--- config.mk ---
export PLATFORM = sky130hd
export DESIGN_NAME = ps2_key_decoder
export DESIGN_NICKNAME = d
export VERILOG_FILES = /design/src/rtl/ps2_pkg.sv /design/src/rtl/ps2_frame_rx.sv /design/src/rtl/ps2_key_decoder.sv
export SDC_FILE = /design/constraint.sdc
export NUM_CORES = 1
export LEC_CHECK = 0
export BUFFER_PORTS_ARGS = -buffer_cell sky130_fd_sc_hd__buf_2
export CORE_MARGIN = 4
export CORE_UTILIZATION = 50
export DETAILED_ROUTE_END_ITERATION = 8
export PLACE_DENSITY_LB_ADDON = 0.2
export SYNTH_ARGS = -nofsm -noshare
export SYNTH_HDL_FRONTEND = slang
export SYNTH_SLANG_ARGS = --single-unit
export TNS_END_PERCENT = 100
--- constraint.sdc ---
create_clock -name clk_sys -period 2.3 [get_ports clk_sys]
set_clock_uncertainty 0.05 [all_clocks]
set_input_delay 0.23 -clock clk_sys [delete_from_list [all_inputs] [get_ports clk_sys]]
set_output_delay 0.23 -clock clk_sys [all_outputs]
set_load 0.02 [all_outputs]
--- src/rtl/ps2_pkg.sv ---
// Shared constants, frame state encoding and byte classification for the PS/2 key decoder.
package ps2_pkg;

    localparam logic [7:0] PS2_EXT    = 8'hE0;
    localparam logic [7:0] PS2_REL    = 8'hF0;
    localparam logic [7:0] PS2_PAUSE  = 8'hE1;

    localparam logic [7:0] PS2_ACK    = 8'hFA;
    localparam logic [7:0] PS2_BAT    = 8'hAA;
    localparam logic [7:0] PS2_ECHO   = 8'hEE;
    localparam logic [7:0] PS2_RESEND = 8'hFE;
    localparam logic [7:0] PS2_OVR0   = 8'h00;
    localparam logic [7:0] PS2_OVR1   = 8'hFF;

    localparam int FRAME_BITS = 11;

    typedef enum logic [1:0] {IDLE, DATA, PARITY, STOP} frame_state_e;

    // Keyboard housekeeping replies that never represent a key.
    function automatic logic is_ignore_code(input logic [7:0] b);
        return (b == PS2_ACK) || (b == PS2_BAT) || (b == PS2_ECHO) ||
               (b == PS2_RESEND) || (b == PS2_OVR0) || (b == PS2_OVR1);
    endfunction

endpackage

--- src/rtl/ps2_frame_rx.sv ---
// PS/2 line receiver: 2-FF synchronisers, clock glitch filter, 11-bit frame FSM and timeout.
// byte_valid_o / err_o are single-cycle strobes in the cycle the stop bit is sampled (or timeout fires).
module ps2_frame_rx
    import ps2_pkg::*;
#(
    parameter int FILTER_LEN     = 8,
    parameter int TIMEOUT_CYCLES = 8000
) (
    input  logic       clk_i,
    input  logic       reset_i,
    input  logic       ps2_clk_i,
    input  logic       ps2_data_i,
    output logic [7:0] byte_o,
    output logic       byte_valid_o,
    output logic       err_o
);

    localparam int DATA_BITS = FRAME_BITS - 3;
    localparam int FW = $clog2(FILTER_LEN + 1);
    localparam int TW = $clog2(TIMEOUT_CYCLES + 1);
    localparam logic [FW-1:0] FLT_LAST = FW'(FILTER_LEN - 1);
    localparam logic [TW-1:0] TO_LAST  = TW'(TIMEOUT_CYCLES - 1);
    localparam logic [2:0]    BIT_LAST = 3'(DATA_BITS - 1);

    logic          clk_meta_q, clk_sync_q, data_meta_q, data_sync_q;
    logic          filt_q, filt_d;
    logic [FW-1:0] fcnt_q, fcnt_d;
    frame_state_e  state_q, state_d;
    logic [2:0]    bitcnt_q, bitcnt_d;
    logic [7:0]    shift_q, shift_d;
    logic          par_q, par_d;
    logic [TW-1:0] tcnt_q, tcnt_d;
    logic          fall;

    always_ff @(posedge clk_i or posedge reset_i) begin
        if (reset_i) begin
            clk_meta_q  <= 1'b1;
            clk_sync_q  <= 1'b1;
            data_meta_q <= 1'b1;
            data_sync_q <= 1'b1;
            filt_q      <= 1'b1;
            fcnt_q      <= '0;
            state_q     <= IDLE;
            bitcnt_q    <= '0;
            shift_q     <= '0;
            par_q       <= 1'b0;
            tcnt_q      <= '0;
        end else begin
            clk_meta_q  <= ps2_clk_i;
            clk_sync_q  <= clk_meta_q;
            data_meta_q <= ps2_data_i;
            data_sync_q <= data_meta_q;
            filt_q      <= filt_d;
            fcnt_q      <= fcnt_d;
            state_q     <= state_d;
            bitcnt_q    <= bitcnt_d;
            shift_q     <= shift_d;
            par_q       <= par_d;
            tcnt_q      <= tcnt_d;
        end
    end

    // Any sample matching the filtered level restarts the run of differing samples.
    always_comb begin
        filt_d = filt_q;
        fcnt_d = '0;
        if (clk_sync_q != filt_q) begin
            if (fcnt_q == FLT_LAST) filt_d = clk_sync_q;
            else                    fcnt_d = fcnt_q + FW'(1);
        end
    end

    assign fall = filt_q & ~filt_d;

    always_comb begin
        state_d      = state_q;
        bitcnt_d     = bitcnt_q;
        shift_d      = shift_q;
        par_d        = par_q;
        tcnt_d       = '0;
        byte_valid_o = 1'b0;
        err_o        = 1'b0;
        // Timeout takes priority over an edge arriving in the same cycle.
        if (state_q != IDLE && tcnt_q == TO_LAST) begin
            state_d = IDLE;
            err_o   = 1'b1;
        end else begin
            if (state_q != IDLE && !fall) tcnt_d = tcnt_q + TW'(1);
            if (fall) begin
                case (state_q)
                    IDLE: if (!data_sync_q) begin
                        state_d  = DATA;
                        bitcnt_d = '0;
                    end
                    DATA: begin
                        shift_d = {data_sync_q, shift_q[7:1]};
                        if (bitcnt_q == BIT_LAST) state_d = PARITY;
                        else                      bitcnt_d = bitcnt_q + 3'd1;
                    end
                    PARITY: begin
                        par_d   = data_sync_q;
                        state_d = STOP;
                    end
                    STOP: begin
                        state_d = IDLE;
                        if ((^shift_q ^ par_q) && data_sync_q) byte_valid_o = 1'b1;
                        else                                   err_o        = 1'b1;
                    end
                    default: state_d = IDLE;
                endcase
            end
        end
    end

    assign byte_o = shift_q;

endmodule

--- src/rtl/ps2_key_decoder.sv ---
// PS/2 keyboard front end: turns received bytes into toggle-strobed make/break events on ps2_key.
// Optional macro PS2_E1_FILTER_EN swallows the whole Pause (E1 ...) sequence.
module ps2_key_decoder
    import ps2_pkg::*;
#(
    parameter int FILTER_LEN     = 8,
    parameter int TIMEOUT_CYCLES = 8000
) (
    input  logic        clk_sys,
    input  logic        reset,
    input  logic        ps2_clk,
    input  logic        ps2_data,
    output logic [10:0] ps2_key,
    output logic        frame_err
);

    logic [7:0]  rx_byte;
    logic        rx_valid, rx_err;
    logic [10:0] key_q, key_d;
    logic        err_q, ext_q, ext_d, rel_q, rel_d;
`ifdef PS2_E1_FILTER_EN
    logic [2:0]  skip_q, skip_d;
`endif

    ps2_frame_rx #(
        .FILTER_LEN    (FILTER_LEN),
        .TIMEOUT_CYCLES(TIMEOUT_CYCLES)
    ) u_rx (
        .clk_i       (clk_sys),
        .reset_i     (reset),
        .ps2_clk_i   (ps2_clk),
        .ps2_data_i  (ps2_data),
        .byte_o      (rx_byte),
        .byte_valid_o(rx_valid),
        .err_o       (rx_err)
    );

    always_ff @(posedge clk_sys or posedge reset) begin
        if (reset) begin
            key_q  <= '0;
            err_q  <= 1'b0;
            ext_q  <= 1'b0;
            rel_q  <= 1'b0;
`ifdef PS2_E1_FILTER_EN
            skip_q <= '0;
`endif
        end else begin
            key_q  <= key_d;
            err_q  <= rx_err;
            ext_q  <= ext_d;
            rel_q  <= rel_d;
`ifdef PS2_E1_FILTER_EN
            skip_q <= skip_d;
`endif
        end
    end

    always_comb begin
        key_d = key_q;
        ext_d = ext_q;
        rel_d = rel_q;
`ifdef PS2_E1_FILTER_EN
        skip_d = skip_q;
        if (rx_err) begin
            skip_d = '0;
        end else if (rx_valid && skip_q != '0) begin
            skip_d = skip_q - 3'd1;
        end else if (rx_valid && rx_byte == PS2_PAUSE && !ext_q && !rel_q) begin
            skip_d = 3'd7;
        end
`endif
        if (rx_err) begin
            ext_d = 1'b0;
            rel_d = 1'b0;
        end else if (rx_valid
`ifdef PS2_E1_FILTER_EN
                     && skip_q == '0
`endif
                    ) begin
            // Pause prefix is always dropped; ignore codes only count when no prefix is pending.
            if (rx_byte == PS2_REL) begin
                rel_d = 1'b1;
            end else if (rx_byte == PS2_EXT) begin
                ext_d = 1'b1;
            end else if (rx_byte != PS2_PAUSE &&
                         !(!ext_q && !rel_q && is_ignore_code(rx_byte))) begin
                key_d = {~key_q[10], ~rel_q, ext_q, rx_byte};
                ext_d = 1'b0;
                rel_d = 1'b0;
            end
        end
    end

    assign ps2_key   = key_q;
    assign frame_err = err_q;

endmodule

==> run summary <==
Worst setup margin = 0.0729 ns
WP data arrival = 2.37 ns
Crit path max-delay cell type = or4_4
Antenna cell count = 0
CTS Buf Count = 5
Hold wc startpoint = u_rx.data_meta_q$_DFF_PP1_
Synth Area in XOR/XNOR = 6.30%
Clock sinks = 50
Crit path time final = 2.23 ns
Fraction of the mapped netlist area in simple logic gates = 15.8%
Multiplexer area fraction after synthesis = 7.56%
Crit end category = flip-flop
Worst-skew pair later-pin latency = 0.30 ns
CTS root buffer = clkbuf_8
CP Cell Sequence = inv_2 -> ha_4 -> nand4b_1 -> or4_4 -> and3_4 -> nand3_4 -> mux2_2
Period utilisation layout = 96.8%
# IOs = 16
R2R Setup Slk = 0.07 ns
Global Route Usage Sum = 16.7%
DR iter-0 viols = 64
Fin area = 3040 um2
Worst R2R End = ps2_key[8]$_DFFE_PP0P_
Dpl hpwl = 3160 um
Worst Tran Pin Value = 0.558 ns
Compound-Gate Fraction of Synth Area = 7.27%
Pre-CTS setup slack = 0.00781 ns
CP Data Required Time = 2.44 ns
Core Box Area = 4850 um2
Yosys top cell by area = dfrtp_1
FF-to-FF path depth = 7
Sequential fraction of the synthesis area = 48.7%
Mapped cell area = 2580 um2
Hold depth = 0
Share of power burned in registers = 52.5%
Initial core utilization = 53.3%
Mapped Avg Cell Area = 11.4 um2
Net Sw Frac = 20.2%
Area Overhead vs Synth = 17.8%
Die width = 79.9 um
Routed wire length per instance = 14.0 um
Rows = 25
Fin nets = 288
Most used DFF post-synth = dfrtp_1
Final setup fails = 0
Fin util = 62.7%
Die area = 6380 um2
Filler cell count = 405
Max Freq = 0.449 GHz
Layout cell share with drive strength beyond 1 = 25.8%
Final non-filler cell total = 331
Pwr/cell area = 590 nW/um2
Internal Power = 1.43 mW
Cell Area, Placed = 2810 um2
Hold EP = u_rx.data_sync_q$_DFF_PP1_
Hold Vio Cnt, Final = 0
Number of global-route vias before repair = 1786
Initial antenna violation count = 0
Yosys top cell area share = 43.6%
Met1 Use GR = 21.8%
Grt ovf = 0
Max FO, Critical Path = 8
Drt drc = 0
Ys async rst share = 100%
GRT Max-Usage Layer = met2
RSZ-0062 raised after global routing = yes
Tightest slew margin relative to the limit = 62.8%
Leak pwr = 1.48 nW
Met3 Use GR = 3.39%
Worst Hold Class = flip-flop to flip-flop
Setup crit start kind = flip-flop
Most frequent cells after synthesis = dfrtp_1 (45), ha_1 (21), nor2_1 (21)
Yosys warnings = 0
Combinational fraction of design power = 5.6%
Ranking of synthesized cells by area = dfrtp_1 (44%), ha_1 (10%), dfstp_2 (5.1%)
VDD IR max = 0.361 mV
Largest net degree at the start of global routing = 28
Final Slew Violations = 0
Worst stage delay on the critical path = 0.61 ns
Sw Pwr = 0.362 mW
M2 GR Usage = 27.6%
Final antenna-violating net count = 0
Final WL = 4630 um
Inst Count DP = 316
Die Y = 79.9 um
Count of cell types in the netlist = 50
Via count = 1697
Clk pwr share = 41.9%
Crit Path Class = flip-flop to flip-flop
Most frequent cell after synthesis = dfrtp_1
Largest family of logic cells by synthesized area = simple AND/OR/NAND/NOR gates
Max Cap Violations = 0
Syn_nets = 252
Yosys reg bits = 50
Placer congestion estimate = 0.763
Adder-cell share of the synthesized area = 10.2%
Status = completed
Via density per instance = 5.13
Drt pass-1 iters = 4
Pwr Total = 1.79 mW
Clock-pin slew on the worst setup and hold paths = 0.09 ns
CTS tree = built
Worst R2R Start = u_rx.state_q[1]$_DFFE_PP0P_
First-pass GRT wire length = 8260 um
Mapped Cells = 227
Clock buffer depth = 2
Multi-input gate area = 1260 um2
Post-synth EDFFs = 0
FF+latch area = 1260 um2
H-tree Lvls = 2
Port bufs = 15
==> final cells by class <==
cell class,count,share of cell area (%)
clock buffer,6,2.71
clock inverter,2,1.97
inverter,18,2.22
multi-input combinational,156,41.5
sequential,50,41.3
tap,67,2.76
timing repair buffer,32,7.45
==> stage by stage <==
| step | setup TNS (ns) | hold slack (ns) |
|---|---|---|
| after global placement | 0 | 0.246 |
| after global routing | -0.00271 | 0.321 |
| after CTS | 0 | 0.310 |
| after detailed placement | 0 | 0.255 |
| final | 0 | 0.309 |
| after floorplan | 0 | 0.184 |
==> power groups by stage <==
| stage | combinational [mW] | sequential [mW] | clock, mW |
|---|---|---|---|
| 3_5_place_dp | 0.0973 | 0.960 | 0 |
| 6_report | 0.0999 | 0.943 | 0.752 |
| 4_1_cts | 0.103 | 0.943 | 0.768 |
| 2_1_floorplan | 0.0758 | 0.955 | 0 |
| 5_1_grt | 0.111 | 0.948 | 0.811 |
| 3_3_place_gp | 0.0959 | 0.959 | 0 |
==> how the worst max path moves through the flow <==
stage	startpoint	endpoint	cells after the start
finish	u_rx.state_q[1]$_DFFE_PP0P_	ps2_key[8]$_DFFE_PP0P_	7
global route	u_rx.fcnt_q[0]$_DFF_PP0_	u_rx.byte_o[3]$_DFFE_PP0P_	7
CTS	u_rx.state_q[1]$_DFFE_PP0P_	rel_q$_DFFE_PP0P_	8
detailed placement	u_rx.state_q[1]$_DFFE_PP0P_	ps2_key[8]$_DFFE_PP0P_	7
global placement	u_rx.state_q[1]$_DFFE_PP0P_	ps2_key[8]$_DFFE_PP0P_	7
floorplan	u_rx.state_q[0]$_DFFE_PP0P_	ps2_key[0]$_DFFE_PP0P_	9
==> layer usage <==
layer	part of all wire (%)	vias to the layer above
met5	0	-
met4	1.4	0
met3	3.2	7
met2	47	21
met1	48	819
li1	-	850
==> layout by cell type, fill, tap and decap left out, drive strengths merged, types with 3 or more instances in the layout <==
master        n
and3          6
buf          29
clkbuf        6
dfrtp        45
dfstp         5
dlygate4sd3   3
ha           21
inv          18
mux2         12
mux2i         3
nand2        15
nand3        12
nand4         5
nor2         21
nor3          6
o21ai         9
xnor2        10
xor2          6
==> sequential cells by signal (all words and copies together) (netlist names), 2 cells and up <==
signal         cells
u_rx.byte_o        8
u_rx.bitcnt_q      3
u_rx.fcnt_q        4
u_rx.state_q       2
ps2_key           11
u_rx.tcnt_q       13
==> critical path, delay by kind of cell, from the launching register on <==
family | cells | cell delay (ns)
adder cells (fa/ha/maj) | 1 | 0.15
buffers and inverters | 1 | 0.07
flip-flops | 1 | 0.38
multiplexers | 1 | 0.35
AND/OR/NAND/NOR | 4 | 1.14
==> timing repair <==
| item | in CTS | in global routing |
|---|---|---|
| hold endpoints to repair | 22 | 0 |
| resized for setup | 1 | 6 |
| buffers inserted | 1 | 2 |
| pin swaps | 0 | 3 |
| hold buffers | 3 | 0 |
| setup endpoints to repair | 1 | 17 |
| gates cloned | 1 | 0 |
==> cells by family after synthesis <==
kind of cell,after synthesis
buffers and inverters,22
AOI/OAI and AO/OA,26
and+or+nand+nor,76
xor gates and xnor gates,17
DFF,50
muxes,15
adders and majority gates,21
No activity file was read; power rests on OpenSTA's default activity.
